File: src/rtl/if_fetch_unit_if.sv
// Instruction-memory fetch bus: request/grant plus a separate response-valid.
// The fetch unit is the master; the instruction memory is the slave.
interface if_fetch_unit_if;
    logic        imem_req;
    logic [31:0] imem_addr;
    logic        imem_gnt;
    logic        imem_rvalid;
    logic [31:0] imem_rdata;

    modport master (
        output imem_req, imem_addr,
        input  imem_gnt, imem_rvalid, imem_rdata
    );

    modport slave (
        input  imem_req, imem_addr,
        output imem_gnt, imem_rvalid, imem_rdata
    );
endinterface

File: src/rtl/if_fetch_unit.sv
// Instruction fetch stage feeding IF/ID. Owns the PC, keeps at most one
// memory request in flight, and buffers returned words in a small FIFO whose
// head drives IF/ID. Redirect flushes the buffer and retargets the PC; a
// response still in flight at that moment is killed on arrival.
module if_fetch_unit #(
    parameter logic [31:0] RESET_PC   = 32'h0000_0000,
    parameter int          FIFO_DEPTH = 2
) (
    input  logic                   clk,
    input  logic                   rst,
    input  logic                   stall_i,
    input  logic                   redirect_i,
    input  logic [31:0]            redirect_target_i,
    if_fetch_unit_if.master        imem,
    output logic [31:0]            instruction_out_o,
    output logic [31:0]            pc_out_o,
    output logic [31:0]            sum_out_o,
    output logic                   fetch_valid_o
);
    localparam int PW = $clog2(FIFO_DEPTH);
    localparam int CW = $clog2(FIFO_DEPTH + 1);

    logic [31:0]   pc_q, pc_d;
    logic [31:0]   req_addr_q, req_addr_d;
    logic          outstanding_q, outstanding_d;
    logic          kill_q, kill_d;
    logic [PW-1:0] rd_ptr_q, rd_ptr_d;
    logic [PW-1:0] wr_ptr_q, wr_ptr_d;
    logic [CW-1:0] count_q, count_d;
    logic [31:0]   instr_mem_q [FIFO_DEPTH];
    logic [31:0]   pc_mem_q    [FIFO_DEPTH];

    logic          head_vld;
    logic          consume;
    logic          resp;
    logic          push;
    logic          req;
    logic          accept;
    logic [CW:0]   occ;

    // Handshake decode: head visibility, pop/push, and the issue rule.
    // occ counts entries the buffer will have to hold if nothing new issues;
    // a returning response in this cycle is already part of it via outstanding.
    always_comb begin
        head_vld = !rst && (count_q != '0);
        consume  = head_vld && !stall_i && !redirect_i;
        resp     = imem.imem_rvalid && outstanding_q;
        push     = resp && !kill_q && !redirect_i && !rst;
        occ      = {1'b0, count_q} + (CW+1)'(outstanding_q) - (CW+1)'(consume);
        req      = !rst && !redirect_i && !kill_q
                   && (!outstanding_q || imem.imem_rvalid)
                   && (occ < (CW+1)'(FIFO_DEPTH));
        accept   = req && imem.imem_gnt;
    end

    // Bus and IF/ID outputs; an empty buffer presents the all-zero bubble.
    always_comb begin
        imem.imem_req     = req;
        imem.imem_addr    = pc_q;
        fetch_valid_o     = head_vld;
        instruction_out_o = '0;
        pc_out_o          = '0;
        sum_out_o         = '0;
        if (head_vld) begin
            instruction_out_o = instr_mem_q[rd_ptr_q];
            pc_out_o          = pc_mem_q[rd_ptr_q];
            sum_out_o         = pc_mem_q[rd_ptr_q] + 32'd4;
        end
    end

    // Next-state: PC, in-flight tracking, kill, and FIFO bookkeeping.
    // Redirect outranks stall and consume and empties the buffer outright.
    always_comb begin
        pc_d          = pc_q;
        req_addr_d    = req_addr_q;
        outstanding_d = outstanding_q;
        kill_d        = kill_q;
        rd_ptr_d      = rd_ptr_q;
        wr_ptr_d      = wr_ptr_q;
        count_d       = count_q;

        if (accept) begin
            pc_d          = pc_q + 32'd4;
            req_addr_d    = pc_q;
            outstanding_d = 1'b1;
        end else if (resp) begin
            outstanding_d = 1'b0;
        end

        // A pending response retires the kill on arrival; a redirect with a
        // response still in flight (re)arms it.
        if (resp) kill_d = 1'b0;
        if (redirect_i && outstanding_q && !imem.imem_rvalid) kill_d = 1'b1;

        if (redirect_i) begin
            pc_d     = redirect_target_i;
            rd_ptr_d = '0;
            wr_ptr_d = '0;
            count_d  = '0;
        end else begin
            if (consume) rd_ptr_d = rd_ptr_q + PW'(1);
            if (push)    wr_ptr_d = wr_ptr_q + PW'(1);
            count_d = count_q + CW'(push) - CW'(consume);
        end
    end

    // Control state registers with synchronous reset.
    always_ff @(posedge clk) begin
        if (rst) begin
            pc_q          <= RESET_PC;
            req_addr_q    <= RESET_PC;
            outstanding_q <= 1'b0;
            kill_q        <= 1'b0;
            rd_ptr_q      <= '0;
            wr_ptr_q      <= '0;
            count_q       <= '0;
        end else begin
            pc_q          <= pc_d;
            req_addr_q    <= req_addr_d;
            outstanding_q <= outstanding_d;
            kill_q        <= kill_d;
            rd_ptr_q      <= rd_ptr_d;
            wr_ptr_q      <= wr_ptr_d;
            count_q       <= count_d;
        end
    end

    // Buffer storage; contents are only meaningful below count_q.
    always_ff @(posedge clk) begin
        if (push) begin
            instr_mem_q[wr_ptr_q] <= imem.imem_rdata;
            pc_mem_q[wr_ptr_q]    <= req_addr_q;
        end
    end
endmodule

File: src/flat_wrapper.sv
// flat-port wrapper written by rule: the top's interface ports become plain ports
module if_fetch_unit_flat 
#(
    parameter logic [31:0] RESET_PC   = 32'h0000_0000,
    parameter int          FIFO_DEPTH = 2
)
  (clk, rst, stall_i, redirect_i, redirect_target_i, instruction_out_o, pc_out_o, sum_out_o, fetch_valid_o, imem_imem_req, imem_imem_addr, imem_imem_gnt, imem_imem_rvalid, imem_imem_rdata);
  if_fetch_unit_if imem_i ();
  input  logic clk;
  input  logic rst;
  input  logic stall_i;
  input  logic redirect_i;
  input  logic [31:0] redirect_target_i;
  output logic [31:0] instruction_out_o;
  output logic [31:0] pc_out_o;
  output logic [31:0] sum_out_o;
  output logic fetch_valid_o;
  output wire logic [$bits(imem_i.imem_req)-1:0] imem_imem_req;
  output wire logic [$bits(imem_i.imem_addr)-1:0] imem_imem_addr;
  input wire logic [$bits(imem_i.imem_gnt)-1:0] imem_imem_gnt;
  input wire logic [$bits(imem_i.imem_rvalid)-1:0] imem_imem_rvalid;
  input wire logic [$bits(imem_i.imem_rdata)-1:0] imem_imem_rdata;
  assign imem_imem_req = imem_i.imem_req;
  assign imem_imem_addr = imem_i.imem_addr;
  assign imem_i.imem_gnt = imem_imem_gnt;
  assign imem_i.imem_rvalid = imem_imem_rvalid;
  assign imem_i.imem_rdata = imem_imem_rdata;
  if_fetch_unit #(.RESET_PC(RESET_PC), .FIFO_DEPTH(FIFO_DEPTH)) u_core (.clk(clk), .rst(rst), .stall_i(stall_i), .redirect_i(redirect_i), .redirect_target_i(redirect_target_i), .imem(imem_i), .instruction_out_o(instruction_out_o), .pc_out_o(pc_out_o), .sum_out_o(sum_out_o), .fetch_valid_o(fetch_valid_o));
endmodule
File: config.mk
export PLATFORM = sky130hd
export DESIGN_NAME = if_fetch_unit_flat
export DESIGN_NICKNAME = d
export VERILOG_FILES = /design/src/rtl/if_fetch_unit_if.sv /design/src/rtl/if_fetch_unit.sv /design/src/flat_wrapper.sv
export SDC_FILE = /design/constraint.sdc
export NUM_CORES = 1
export LEC_CHECK = 0
export CELL_PAD_IN_SITES_DETAIL_PLACEMENT = 2
export CELL_PAD_IN_SITES_GLOBAL_PLACEMENT = 2
export CORE_ASPECT_RATIO = 1.25
export CORE_MARGIN = 2
export CORE_UTILIZATION = 30
export DETAILED_ROUTE_END_ITERATION = 6
export DONT_BUFFER_PORTS = 1
export PLACE_DENSITY_LB_ADDON = 0.1
export SLEW_MARGIN = 10
export SYNTH_ARGS = -nofsm -noshare
export SYNTH_HDL_FRONTEND = slang
export SYNTH_SLANG_ARGS = --single-unit
File: constraint.sdc
create_clock -name clk -period 9.68 [get_ports clk]
set_input_delay 0.968 -clock clk [delete_from_list [all_inputs] [get_ports clk]]
set_output_delay 0.968 -clock clk [all_outputs]
set_load 0.01 [all_outputs]
Word level (Yosys, flattened, before mapping)
Memory sizes are Yosys's and may differ from the RTL's. A register that Yosys moved wholly into a read port is not among the register bits.
Cells that the tools add are included.

cells by class
  add/subtract/negate cells = 8
  order comparisons = 1
  mux-type cells = 14
  reduce and logical (&&, ||, !) cells = 26

operator list
  cell                                                                  number
  32-bit 2-to-1 mux                                                     5
  32-bit by 3-bit adder with 32-bit output, second input constant       2
  1-bit logical AND                                                     14
  1-bit 2-to-1 mux                                                      9
  2-bit nonzero test                                                    4
  1-bit logical NOT                                                     6
  2-bit by 1-bit adder with 3-bit output                                1
  3-bit by 2-bit < comparator with 1-bit output, second input constant  1
  3-bit by 1-bit subtractor with 3-bit output                           1
  1-bit adder, second input constant                                    2
  2-bit by 1-bit adder with 2-bit output                                1
  2-bit OR reduction                                                    1
  2-bit by 1-bit subtractor with 2-bit output                           1
  1-bit logical OR                                                      1

storage, ports and cells
  bits in registers = 70
  memory bits (writable) = 128
  input bits = 70
  output and inout port bits = 130
  word-level logic and storage cells = 58
  memories = 2

memories
  name                depth  width  rd ports  clocked after memory_dff  write ports  line                 text
  u_core.instr_mem_q  2      32     1         1                         1            if_fetch_unit.sv:30  logic [31:0] instr_mem_q [FIFO_DEPTH];
  u_core.pc_mem_q     2      32     1         1                         1            if_fetch_unit.sv:31  logic [31:0] pc_mem_q [FIFO_DEPTH];

Longest topological paths before layout
Gate-level depths: netlist of run 1.

  word-level depth = 10
  gate-level depth with buffers = 14

Worst setup path before layout of run 1
OpenSTA, ideal clock, no wires.

  path kind = input port to flip-flop
  from = input rst
  to = memory u_core.instr_mem_q[0][0], enable pin
  library setup time = 0.644 ns
  data arrival time = 7.631 ns
  data required time = 9.036 ns
  setup slack = 1.405 ns
  stages = 4
  buffers on the path = 2
  cell sequence = clkbuf_1 -> or2_1 -> clkbuf_1 -> nor4_1

between the ends
  word-level cells in the longest chain between the ends = 4

ends and longest elaborated chain
  item                                    line                  text
  start: declaration                      flat_wrapper.sv:10    input logic rst;
  1-bit logical NOT                       if_fetch_unit.sv:48   push = resp && !kill_q && !redirect_i && !rst;
  1-bit logical AND                       if_fetch_unit.sv:48
  1-bit 2-to-1 mux                        if_fetch_unit.sv:130  if (push) begin
  1-bit 2-to-1 mux (implied by the code)  if_fetch_unit.sv:131  instr_mem_q[wr_ptr_q] <= imem.imem_rdata;
  end: declaration                        if_fetch_unit.sv:30

Every way passes these cells.

==> results.md, run 1 <==
* Endpoints failing setup at 0
* Clk slew on worst S/H paths at 0.07 ns
* Post-synthesis cell count at 847
* Length in cells of the worst reg-to-reg path at 9
* Syn_area_per_cell at 10.7 um2
* Final net count at 894
* Period Utilization, post-route at 46.0%
* Clock root cell: clkbuf_16
* Startpoint class of the critical path: flip-flop
* Tot Pwr at 1.68 mW
* Fin Hold WS at 0.464 ns
* Hold path startpoint: u_core.req_addr_q[13]$_SDFFE_PP0P_
* Post-CTS Setup Bufs at 0
* CP Buf/Inv Count at 1
* Stages on worst setup path at 6
* Crit-path cells: buf_4 > nand3_1 > a22o_1 > or2_2 > o31ai_1 > nor3b_1
* Min-delay worst type: reg2reg
* Reg area at 5270 um2
* Longest Clk Path Bufs at 2
* Clk_lat worst skew at 0.44 ns
* Sink Count at 199
* Pwr Density at 168 nW/um2
* Routed length per instance at 21.1 um
* RePlAce Congestion at 0.758
* FILL cells at 3255
* Chip height at 198 um
* Routed WL at 26000 um
* Final setup TNS at 0 ns
* Top FF cell, synth: edfxtp_1
* Unique masters post-synth at 63
* Multi-input logic area at 3540 um2
* Pre-CTS WS at 5.57 ns
* Hold Fails Final Rpt at 0
* P&R area growth vs syn at 10.1%
* Die ar. at 31600 um2
* Peak VDD IR at 0.0718 mV
* Pin count of the biggest net entering global routing at 71
* Reg2reg start: u_core.count_q[1]$_SDFF_PP0_
* Drt pass-1 iters at 4
* Outcome: complete, no violations
* IO Port Bufs at 0
* Routed Antenna Nets at 0
* CP max-delay cell: buf_4
* Yosys reg bits at 199
* Cts bufs inserted at 17
* Final Critical Period at 4.45 ns
* Crit-path max cell delay at 0.75 ns
* Overflow after GRT at 0
* Hold_buf cts at 0
* Fmax at 225 MHz
* Worst-path fanout max at 55
* Post-CTS sizing at 0
* GRT Util Overall at 16.7%
* Post-synth ARST share at 0%
* DR DRC count at 0
* Row count at 71
* Relative slew slack at 37.1%
* N_diodes at 0
* Global-route wire length before repair at 41100 um
* Initial DRC count at 187
* Yosys warnings at 0
* CTS tree: yes
* RSZ-0062 raised after global routing: false
* Initial antenna violation count at 0
* H-tree depth at 4
* Initial Util at 30.3%
* Cell area after synthesis at 9060 um2
* Number of synthesized flops with an enable pin at 128
* CP endpoint kind: output pin
* Ports at 200
* CP arrival at 3.48 ns
* Non-Filler Instances at 1234
* Setup ws final at 5.23 ns
* Core area at 29900 um2
* Final Max Tran Viols at 0
* Dpl cells at 1202
* Clk_skew at 0.00953 ns
* Worst-margin pin slew at 0.943 ns
* Max cap viols at 0
* Dpl hpwl at 18600 um
* Syn Nets at 921
* Register area share after synthesis at 58.1%
* Number of global-route vias before repair at 6901
* Critical path class: reg2out
* Vias at 6353
* Fraction of layout cells with a size suffix above 1 at 6.12%
* Critical path's top delay family: simple AND/OR/NAND/NOR gates
* DR vias/cell at 5.15
* Worst Path Required at 8.71 ns
* Die Wd at 159 um
* Static leakage at 3.02 nW
* Hold path depth at 0
==> per-stage QoR <==
stage	instance area, um2	utilization [%]
global route	9980	33.3
CTS	9980	33.3
global placement	9400	31.4
finish	9980	33.3
detailed placement	9400	31.4
floorplan	9060	-
==> cells in the mapped netlist, types with 15 or more instances <==
cell type,count,area share [%]
edfxtp_1,128,42
nand2_1,112,4.6
nor2_1,99,4.1
dfxtp_1,71,16
mux2i_1,62,6.8
a21oi_1,55,3.0
clkbuf_1,31,1.3
nand3_1,26,1.4
nand4_1,20,1.4
xnor2_1,18,1.7
nor3_1,16,0.88
and2_1,15,1.0
==> worst register-to-register path: stages, from the launching register on <==
cell and delay (ns):
dfxtp_1 0.45, nor2_1 0.14, nor4_1 0.30, fa_1 0.47, nor4b_2 0.18, and4_2 0.23
buf_4 0.28, nor2_1 0.69, o21ai_0 0.21, a31oi_1 0.20
==> flip-flops by register name, indices dropped and copies added (netlist names), named ones only <==
| name | cells |
|---|---|
| u_core.instr_mem_q | 64 |
| u_core.pc_mem_q | 64 |
| u_core.wr_ptr_q | 1 |
| u_core.imem.imem_addr | 32 |
| u_core.count_q | 2 |
| u_core.req_addr_q | 32 |
| u_core.outstanding_q | 1 |
| u_core.kill_q | 1 |
| u_core.rd_ptr_q | 1 |
==> where the power goes <==
| group | internal (mW) | switching, mW |
|---|---|---|
| Sequential | 0.909 | 0.0244 |
| Clock | 0.379 | 0.329 |
| Combinational | 0.0137 | 0.0206 |
| Total | 1.30 | 0.374 |
==> kinds of logic after synthesis <==
logic type	count (synthesis)	share of synthesized area, %
buffers and inverters	62	2.95
AO/OA/AOI/OAI	138	9.60
adder cells (fa/ha/maj)	4	0.635
multiplexers	69	7.72
flip-flops	199	58.1
AND/OR/NAND/NOR	351	18.7
XOR/XNOR	24	2.32
==> worst paths after layout <==
check                                          end  slack, ns
max                                  sum_out_o[31]       5.23
min reg2reg       u_core.pc_mem_q[1][13]$_DFFE_PP_       0.46
min               u_core.pc_mem_q[1][13]$_DFFE_PP_       0.46
max reg2reg  u_core.imem.imem_addr[9]$_SDFFE_PP0P_       6.47
==> routing by layer <==
layer | vias up | GRT usage, % | share of wire [%]
li1 | 3025 | - | -
met1 | 3145 | 20.6 | 44
met2 | 165 | 28.3 | 48
met3 | 18 | 5.19 | 6.0
met4 | 0 | 4.58 | 1.1
met5 | - | 0 | 0
==> cells in the final DEF, fill, tap and decap left out, drive strengths merged, types with 5 or more instances in the layout <==
cell type  count
nand4b         5
xor2           6
and2          15
a31oi         10
nand3b         7
o21ai         24
nor3          16
edfxtp       128
or3            6
nor4           7
a211oi         7
o31ai          6
buf            6
clkbuf        22
a21oi         55
nand4         21
inv           15
mux2           7
and3           7
or4            5
nand3         26
or2            6
a22oi          7
mux2i         62
nand2b         6
xnor2         18
nor2          99
dfxtp         71
nand2        112
==> area by class of cell <==
cell class | instances | area share [%]
inverters | 10 | 0.376
multi-input cells | 586 | 35.5
well taps | 401 | 5.03
flip-flops and latches | 199 | 52.8
clock buffers | 22 | 5.09
clock inverters | 10 | 0.777
repair buffers | 6 | 0.451
(Power assumes the default switching activity.)
==> inputs of run 2 (changes only) <==
--- a/config.mk
+++ b/config.mk
@@ -5,6 +5,7 @@
 export SDC_FILE = /design/constraint.sdc
 export NUM_CORES = 1
 export LEC_CHECK = 0
+export ABC_AREA = 1
 export CELL_PAD_IN_SITES_DETAIL_PLACEMENT = 2
 export CELL_PAD_IN_SITES_GLOBAL_PLACEMENT = 2
 export CORE_ASPECT_RATIO = 1.25
==> constraint.sdc (replaced) <==
create_clock -name clk -period 3.7 [get_ports clk]
set_input_delay 0.37 -clock clk [delete_from_list [all_inputs] [get_ports clk]]
set_output_delay 0.37 -clock clk [all_outputs]
set_load 0.01 [all_outputs]
==> run 2 against run 1 <==
Compared with the run above:
- die area rose by 8.6%
- critical path type unchanged
- total power rose to 2.7 times the previous value
- worst hold slack got worse by 0.41 ns
- highest routed layer unchanged
==> results.md, run 2 <==
* Commonest non-fill, non-tap cells in the layout: nand2_1 (492), nor2_1 (144), inv_1 (139)
* Die ar. at 34300 um2 (+8.6%)
* Commonest non-fill, non-tap cell in the layout: nand2_1
* Period Utilization, post-route at 92.0%
* CTS tree: yes
* Final Critical Period at 3.41 ns
* FILL cells at 3791 (+16%)
* Initial DRC count at 220 (+18%)
* Syn_area_per_cell at 7.75 um2 (-28%)
* Endpoints failing setup at 0 (unchanged)
* Largest registers: u_core.instr_mem_q: 64 flops, u_core.pc_mem_q: 64 flops
* Clk slew on worst S/H paths at 0.08 ns (about the same)
* Initial antenna violation count at 0 (unchanged)
* Switch Pwr at 1.10 mW (+190%)
* Reg2reg start: u_core.count_q[1]$_SDFF_PP0_
* Top post-synthesis cells by area: edfxtp_1 (39%), nand2_1 (19%), dfxtp_1 (14%), nor2_1 (5.6%), inv_1 (5.3%)
* Min-delay worst type: in2reg
* Routed WL at 30600 um (+17%)
* Row count at 74 (+4.2%)
* Pwr Density at 405 nW/um2 (+140%)
* Unique masters post-synth at 32 (-49%)
* Post-synth ARST share at 0% (unchanged)
* Final Max Tran Viols at 0 (unchanged)
* Post-CTS sizing at 0 (unchanged)
* CP arrival at 3.04 ns (-0.44 ns)
* Relative slew slack at 38.7% (+1.6 points)
* Worst-path fanout max at 20 (-64%)
* CP endpoint kind: output pin
* Dpl hpwl at 22800 um (+23%)
* P&R area growth vs syn at 13.5%
* GRT Util Overall at 18.0% (+1.3 points)
* Drt pass-1 iters at 4 (unchanged)
* Final net count at 1361 (+52%)
* Chip height at 207 um (+4.2%)
* DR vias/cell at 4.75 (-7.7%)
* Combinational share of power at 3.9% (+1.9 points)
* Post-CTS Setup Bufs at 0 (unchanged)
* Clock share of power at 42.0% (-0.2 points)
* Syn Nets at 1346 (+46%)
* IO Port Bufs at 0 (unchanged)
* Placed Area at 10200 um2 (+9.1%)
* Static leakage at 4.48 nW (+48%)
* Synth top area share at 39.0% (-3.4 points)
* Worst Path Required at 3.33 ns (-5.38 ns)
* Hold path startpoint: redirect_target_i[0]
* Startpoint class of the critical path: flip-flop
* Top cells by count, synth: nand2_1 (492), nor2_1 (146), inv_1 (139), edfxtp_1 (128), dfxtp_1 (71)
* H-tree depth at 4 (unchanged)
* Cts bufs inserted at 17 (unchanged)
* DR DRC count at 0 (unchanged)
* Worst-margin pin slew at 0.919 ns (-0.0244 ns)
* Post-layout util at 34.4% (+1.1 points)
* Critical path class: reg2out
* Overflow after GRT at 0 (unchanged)
* Ports at 200 (unchanged)
* Final setup TNS at 0 ns (unchanged)
* Fin area at 11200 um2 (+12%)
* Clock root cell: clkbuf_16
* Register area share after synthesis at 53.4% (-4.7 points)
* Initial Util at 30.3% (+0.067 points)
* Hold Fails Final Rpt at 0 (unchanged)
* Vias at 8165 (+29%)
* Max cap viols at 0 (unchanged)
* Pint at 3.43 mW (+160%)
* Area leader, netlist: edfxtp_1
* RSZ-0062 raised after global routing: false
* Longest Clk Path Bufs at 2 (unchanged)
* Number of global-route vias before repair at 8706 (+26%)
* RePlAce Congestion at 0.749 (-1.1%)
* Pin count of the biggest net entering global routing at 65 (-8.5%)
* Die Wd at 166 um (+4.2%)
* Yosys warnings at 0 (unchanged)
* Fmax at 294 MHz
* Clk_skew at 0.0114 ns (+0.00182 ns)
* Cell area after synthesis at 9860 um2 (+8.8%)
* Outcome: complete, no violations
* Count leader, synth: nand2_1
* Top FF cell, synth: edfxtp_1
* Part of the power in registers at 54.1% (-1.6 points)
* Routed length per instance at 17.8 um (-16%)
* Routed Antenna Nets at 0 (unchanged)
* N_diodes at 0 (unchanged)
* Sink Count at 199 (unchanged)
* Switching Fraction at 24.2% (+1.9 points)
* Clk_lat worst skew at 0.45 ns (about the same)
* Yosys reg bits at 199 (unchanged)
* Peak VDD IR at 0.277 mV (+290%)
* Number of synthesized flops with an enable pin at 128 (unchanged)
* Core area at 32500 um2 (+8.6%)
* Global-route wire length before repair at 48500 um (+18%)
* Fraction of layout cells with a size suffix above 1 at 7.00% (+0.88 points)
* Post-synthesis cell count at 1272 (+50%)
[run 2: cell types whose count changed after synthesis, moves of 13 or more]
| cell | delta |
|---|---|
| clkbuf_1 | -13 |
| nor2_1 | +47 |
| nand3_1 | +26 |
| nand2_1 | +380 |
| mux2i_1 | -62 |
| nand4_1 | -18 |
| inv_1 | +129 |
| xnor2_1 | -13 |
| o21ai_0 | +41 |
| nor3_1 | -15 |
| nand2_2 | +18 |
[run 2: kinds of logic (layout without fill, tap and decap cells)]
| group | Yosys count | after routing | synth area share [%] |
|---|---|---|---|
| AO/OA/AOI/OAI | 132 | 132 | 6.94 |
| adder cells (fa/ha/maj) | 4 | 4 | 0.584 |
| buffers and inverters | 193 | 221 | 8.22 |
| flip-flops | 199 | 199 | 53.4 |
| AND/OR/NAND/NOR | 733 | 733 | 29.9 |
| XOR/XNOR | 11 | 11 | 0.977 |
[run 2: per-layer routing]
metal  vias up  wire, um  GRT usage [%]
li1       4023         -              -
met1      3967     13800           22.6
met2       155     15100           31.9
met3        20      1180           3.64
met4         0       463           4.88
met5         -         0              0
[run 2: power by group through the flow]
stage / logic (mW) / clock network (mW) / registers, mW
floorplan: 0.111 / 0 / 2.48
global placement: 0.132 / 0 / 2.50
detailed placement: 0.136 / 0 / 2.50
CTS: 0.181 / 1.97 / 2.45
global route: 0.202 / 2.04 / 2.46
finish: 0.176 / 1.90 / 2.45
[run 2: through the flow]
step / power (mW) / hold slack, ns / setup slack, ns / std cells
2_1_floorplan: 2.59 / 0.420 / -0.385 / 1272
4_1_cts: 4.60 / 0.0287 / 0.176 / 1718
6_report: 4.53 / 0.0543 / 0.295 / 1718
3_5_place_dp: 2.64 / 0.443 / 0.650 / 1653
3_3_place_gp: 2.63 / 0.431 / 0.750 / 1653
5_1_grt: 4.70 / 0.0361 / 0.0111 / 1718
[run 2: area by class of cell]
type / count / area [um2] / share of cell area (%)
clock buffer: 17 / 425 / 3.80
clock inverter: 15 / 181 / 1.62
inverter: 143 / 537 / 4.80
multi-input combinational: 880 / 3810 / 34.0
sequential: 199 / 5270 / 47.0
tap: 418 / 523 / 4.67
timing repair buffer: 46 / 450 / 4.02
[run 2: critical path: stages (launching register included)]
cell and delay (ns):
dfxtp_2 0.41, inv_2 0.29, buf_4 0.29, buf_4 0.28, nand2_1 0.10, nand2_2 0.12
nand2_1 0.10, nor2_1 0.24, nand2_1 0.10, nor2_2 0.18, nand2_1 0.08, nand2_1 0.06
nand2_1 0.09, nor2_1 0.23
[run 2: path summary, 6_finish.rpt]
check,to,slack [ns],cells past startpoint
setup / recovery,sum_out_o[31],0.29,13
setup reg to reg,u_core.imem.imem_addr[8]$_SDFFE_PP0P_,0.70,13
hold / removal,u_core.imem.imem_addr[0]$_SDFFE_PP0P_,0.05,2
hold reg to reg,u_core.pc_mem_q[0][25]$_DFFE_PP_,0.45,0
[run 2: what timing repair did]
action | 4_1_cts | 5_1_grt
hold endpoints to repair | 102 | 0
hold buffers | 33 | 0
setup endpoints to repair | 0 | 0
==> inputs of run 3 (changes only) <==
--- a/config.mk
+++ b/config.mk
@@ -6,11 +6,12 @@
 export NUM_CORES = 1
 export LEC_CHECK = 0
 export ABC_AREA = 1
+export ABC_CLOCK_PERIOD_IN_PS = 3700
 export CELL_PAD_IN_SITES_DETAIL_PLACEMENT = 2
 export CELL_PAD_IN_SITES_GLOBAL_PLACEMENT = 2
 export CORE_ASPECT_RATIO = 1.25
 export CORE_MARGIN = 2
-export CORE_UTILIZATION = 30
+export CORE_UTILIZATION = 33
 export DETAILED_ROUTE_END_ITERATION = 6
 export DONT_BUFFER_PORTS = 1
 export PLACE_DENSITY_LB_ADDON = 0.1
==> run 3 against run 2 <==
Compared with the run above:
- die area decreased by 8.9%
- clock skew increased by 0.0031 ns
- worst setup slack improved by 0.12 ns
- sequential cell count unchanged
- clock power decreased by 5%
- sequential power about the same
- critical endpoint is now sum_out_o[29]
- largest cell class unchanged
- largest power group unchanged
==> results.md, run 3 (synthesis gave the netlist of run 2 again) <==
* Clk slew on worst S/H paths at 0.07 ns (about the same)
* Dpl hpwl at 22600 um (-1.2%)
* Length in cells of the worst reg-to-reg path at 15 (+2)
* H-tree depth at 4 (unchanged)
* Reg area at 5270 um2 (unchanged)
* Core area at 29300 um2 (-9.7%)
* Worst Path Required at 3.33 ns (about the same)
* Die Wd at 159 um (-4.5%)
* Initial antenna violation count at 0 (unchanged)
* DR DRC count at 0 (unchanged)
* Startpoint class of the critical path: flip-flop
* Critical path class: reg2out
* Reg-to-reg endpoint: u_core.imem.imem_addr[28]$_SDFFE_PP0P_
* Pin count of the biggest net entering global routing at 54 (-17%)
* Worst-margin pin slew at 0.666 ns (-0.253 ns)
* RSZ-0062 raised after global routing: false
* Relative slew slack at 55.6% (+17 points)
* GRT Util Overall at 19.6% (+1.5 points)
* P&R area growth vs syn at 12.2%
* Initial Util at 33.6% (+3.3 points)
* IO Port Bufs at 0 (unchanged)
* Hold path startpoint: imem_imem_rdata[16]
* Critical path's top delay family: simple AND/OR/NAND/NOR gates
* Global-route wire length before repair at 46800 um (-3.5%)
* Max cap viols at 0 (unchanged)
* Dpl cells at 1631 (-1.3%)
* Ports at 200 (unchanged)
* Commonest non-fill, non-tap cell in the layout: nand2_1
* Hold Fails Final Rpt at 0 (unchanged)
* Crit-path max cell delay at 0.43 ns (+0.02 ns)
* CP endpoint kind: output pin
* Fraction of layout cells with a size suffix above 1 at 6.96% (-0.039 points)
* Commonest non-fill, non-tap cells in the layout: nand2_1 (492), nor2_1 (144), inv_1 (139)
* Cts bufs inserted at 17 (unchanged)
* Routed Antenna Nets at 0 (unchanged)
* Number of global-route vias before repair at 8399 (-3.5%)
* Final Critical Period at 3.29 ns (-0.117 ns)
* Die ar. at 31300 um2 (-8.9%)
* WHS Endpoint: u_core.instr_mem_q[0][16]$_DFFE_PP_
* Reg2reg start: u_core.count_q[1]$_SDFF_PP0_
* Sink Count at 199 (unchanged)
* N_diodes at 0 (unchanged)
* Clock root cell: clkbuf_16
* Post-CTS Setup Bufs at 0 (unchanged)
* Clk_lat worst skew at 0.43 ns (-0.02 ns)
* Pwr Density at 399 nW/um2 (-1.3%)
* Vias at 8144 (-0.26%)
* Routed WL at 30100 um (-1.4%)
* Final Max Tran Viols at 0 (unchanged)
* FILL cells at 3435 (-9.4%)
* Worst-path fanout max at 19 (-5.0%)
* Final net count at 1354 (-0.51%)
* Peak VDD IR at 0.285 mV (+2.9%)
* Hold path depth at 0 (-2)
* Static leakage at 4.44 nW (-0.92%)
* Fmax at 304 MHz (+3.5%)
* Outcome: complete, no violations
* Largest registers: u_core.instr_mem_q: 64 flops, u_core.pc_mem_q: 64 flops
* Min-delay worst type: in2reg
* Initial DRC count at 309 (+40%)
* Period Utilization, post-route at 88.9% (-3.2 points)
* Tot Pwr at 4.42 mW (-2.5%)
* Non-Filler Instances at 1689 (-1.7%)
* Clk_skew at 0.0145 ns (+0.00313 ns)
* Endpoints failing setup at 0 (unchanged)
* Chip height at 197 um (-4.6%)
* Longest Clk Path Bufs at 2 (unchanged)
* Routed length per instance at 17.8 um (+0.31%)
* Row count at 70 (-5.4%)
* Crit-path cells: inv_2 > buf_4 > nand2_1 > nand2_1 > nand2_1 > nor2_1 > nand2_1 > nor2_1 > nand2_1 > nand2_1 > nand2_1 > nor2_1
* DR vias/cell at 4.82 (+1.5%)
* Multi-input logic area at 3810 um2 (unchanged)
* CP max-delay cell: dfxtp_2
* CP dominant cell by count: nand2_1
* RePlAce Congestion at 0.772 (+3.0%)
* CTS tree: yes
* Overflow after GRT at 0 (unchanged)
* Drt pass-1 iters at 4 (unchanged)
* CP Buf/Inv Count at 2 (-1)
* Register-to-register setup slack at 0.46 ns (-0.24 ns)
* CP arrival at 2.92 ns (-0.12 ns)
==> run 3: changes by cell type in the layout (fill, tap and decap cells not counted) <==
cell and delta:
inv_8 +2, inv_12 -1, inv_6 -3, dlygate4sd3_1 -7
bufinv_16 -1, clkinv_2 +2, clkbuf_1 +1
==> run 3: what timing repair did <==
action / in CTS / in global routing
setup endpoints to repair: 0 / 0
endpoints found under the hold margin: 34 / 46
hold buffers: 2 / 24
resized for setup: 0 / 0
==> run 3: cell type report <==
class / instances / share of cell area, %
clock buffer: 18 / 3.88
clock inverter: 14 / 1.28
inverter: 143 / 4.85
multi-input combinational: 880 / 34.4
sequential: 199 / 47.6
tap: 396 / 4.48
timing repair buffer: 39 / 3.44
==> run 3: worst register-to-register path, cell delays in order (launching register included) <==
cell	delay, ns
dfxtp_1	0.48
o21ai_4	0.07
nor2_1	0.10
nand2_1	0.17
nor2_1	0.24
o21ai_0	0.16
fa_1	0.51
nand2_1	0.07
nor2_2	0.12
nand3_2	0.15
nand2_1	0.48
inv_2	0.28
nand2_1	0.14
nand3_1	0.08
nand2_1	0.06
inv_1	0.04
==> run 3: power breakdown <==
| group | internal (mW) | leakage, nW | switching, mW |
|---|---|---|---|
| Sequential | 2.39 | 1.74 | 0.0616 |
| Combinational | 0.0640 | 2.41 | 0.104 |
| Clock | 0.896 | 0.283 | 0.900 |
| Total | 3.35 | 4.44 | 1.07 |
==> run 3: worst max path at each step <==
stage / depth (start not counted) / slack (ns) / from / endpoint
after floorplan: 6 / -0.38 / redirect_i / u_core.instr_mem_q[0][0]$_DFFE_PP_
after global placement: 16 / 0.67 / rst / u_core.imem.imem_addr[28]$_SDFFE_PP0P_
after detailed placement: 16 / 0.47 / rst / u_core.imem.imem_addr[28]$_SDFFE_PP0P_
after CTS: 12 / 0.32 / flip-flop / sum_out_o[29]
after global routing: 12 / 0.11 / flip-flop / sum_out_o[29]
final: 12 / 0.41 / flip-flop / sum_out_o[29]
==> run 3: stage by stage <==
step | hold slack [ns] | util, % | area [um2] | setup slack, ns | setup TNS (ns)
detailed placement | 0.444 | 34.8 | 10200 | 0.467 | 0
CTS | 0.00201 | 36.9 | 10800 | 0.318 | 0
global route | 0.00102 | 37.7 | 11100 | 0.107 | 0
global placement | 0.431 | 34.8 | 10200 | 0.667 | 0
floorplan | 0.420 | - | 9860 | -0.385 | -49.24
finish | 0.0315 | 37.7 | 11100 | 0.412 | 0
==> run 3: layer usage <==
metal,global-route usage (%),share of wire [%],up-vias,wire length [um]
li1,-,-,4015,-
met1,24.8,46,3959,13700
met2,34.0,49,152,14900
met3,4.21,3.9,18,1180
met4,4.47,1.2,0,368
met5,0,0,-,0
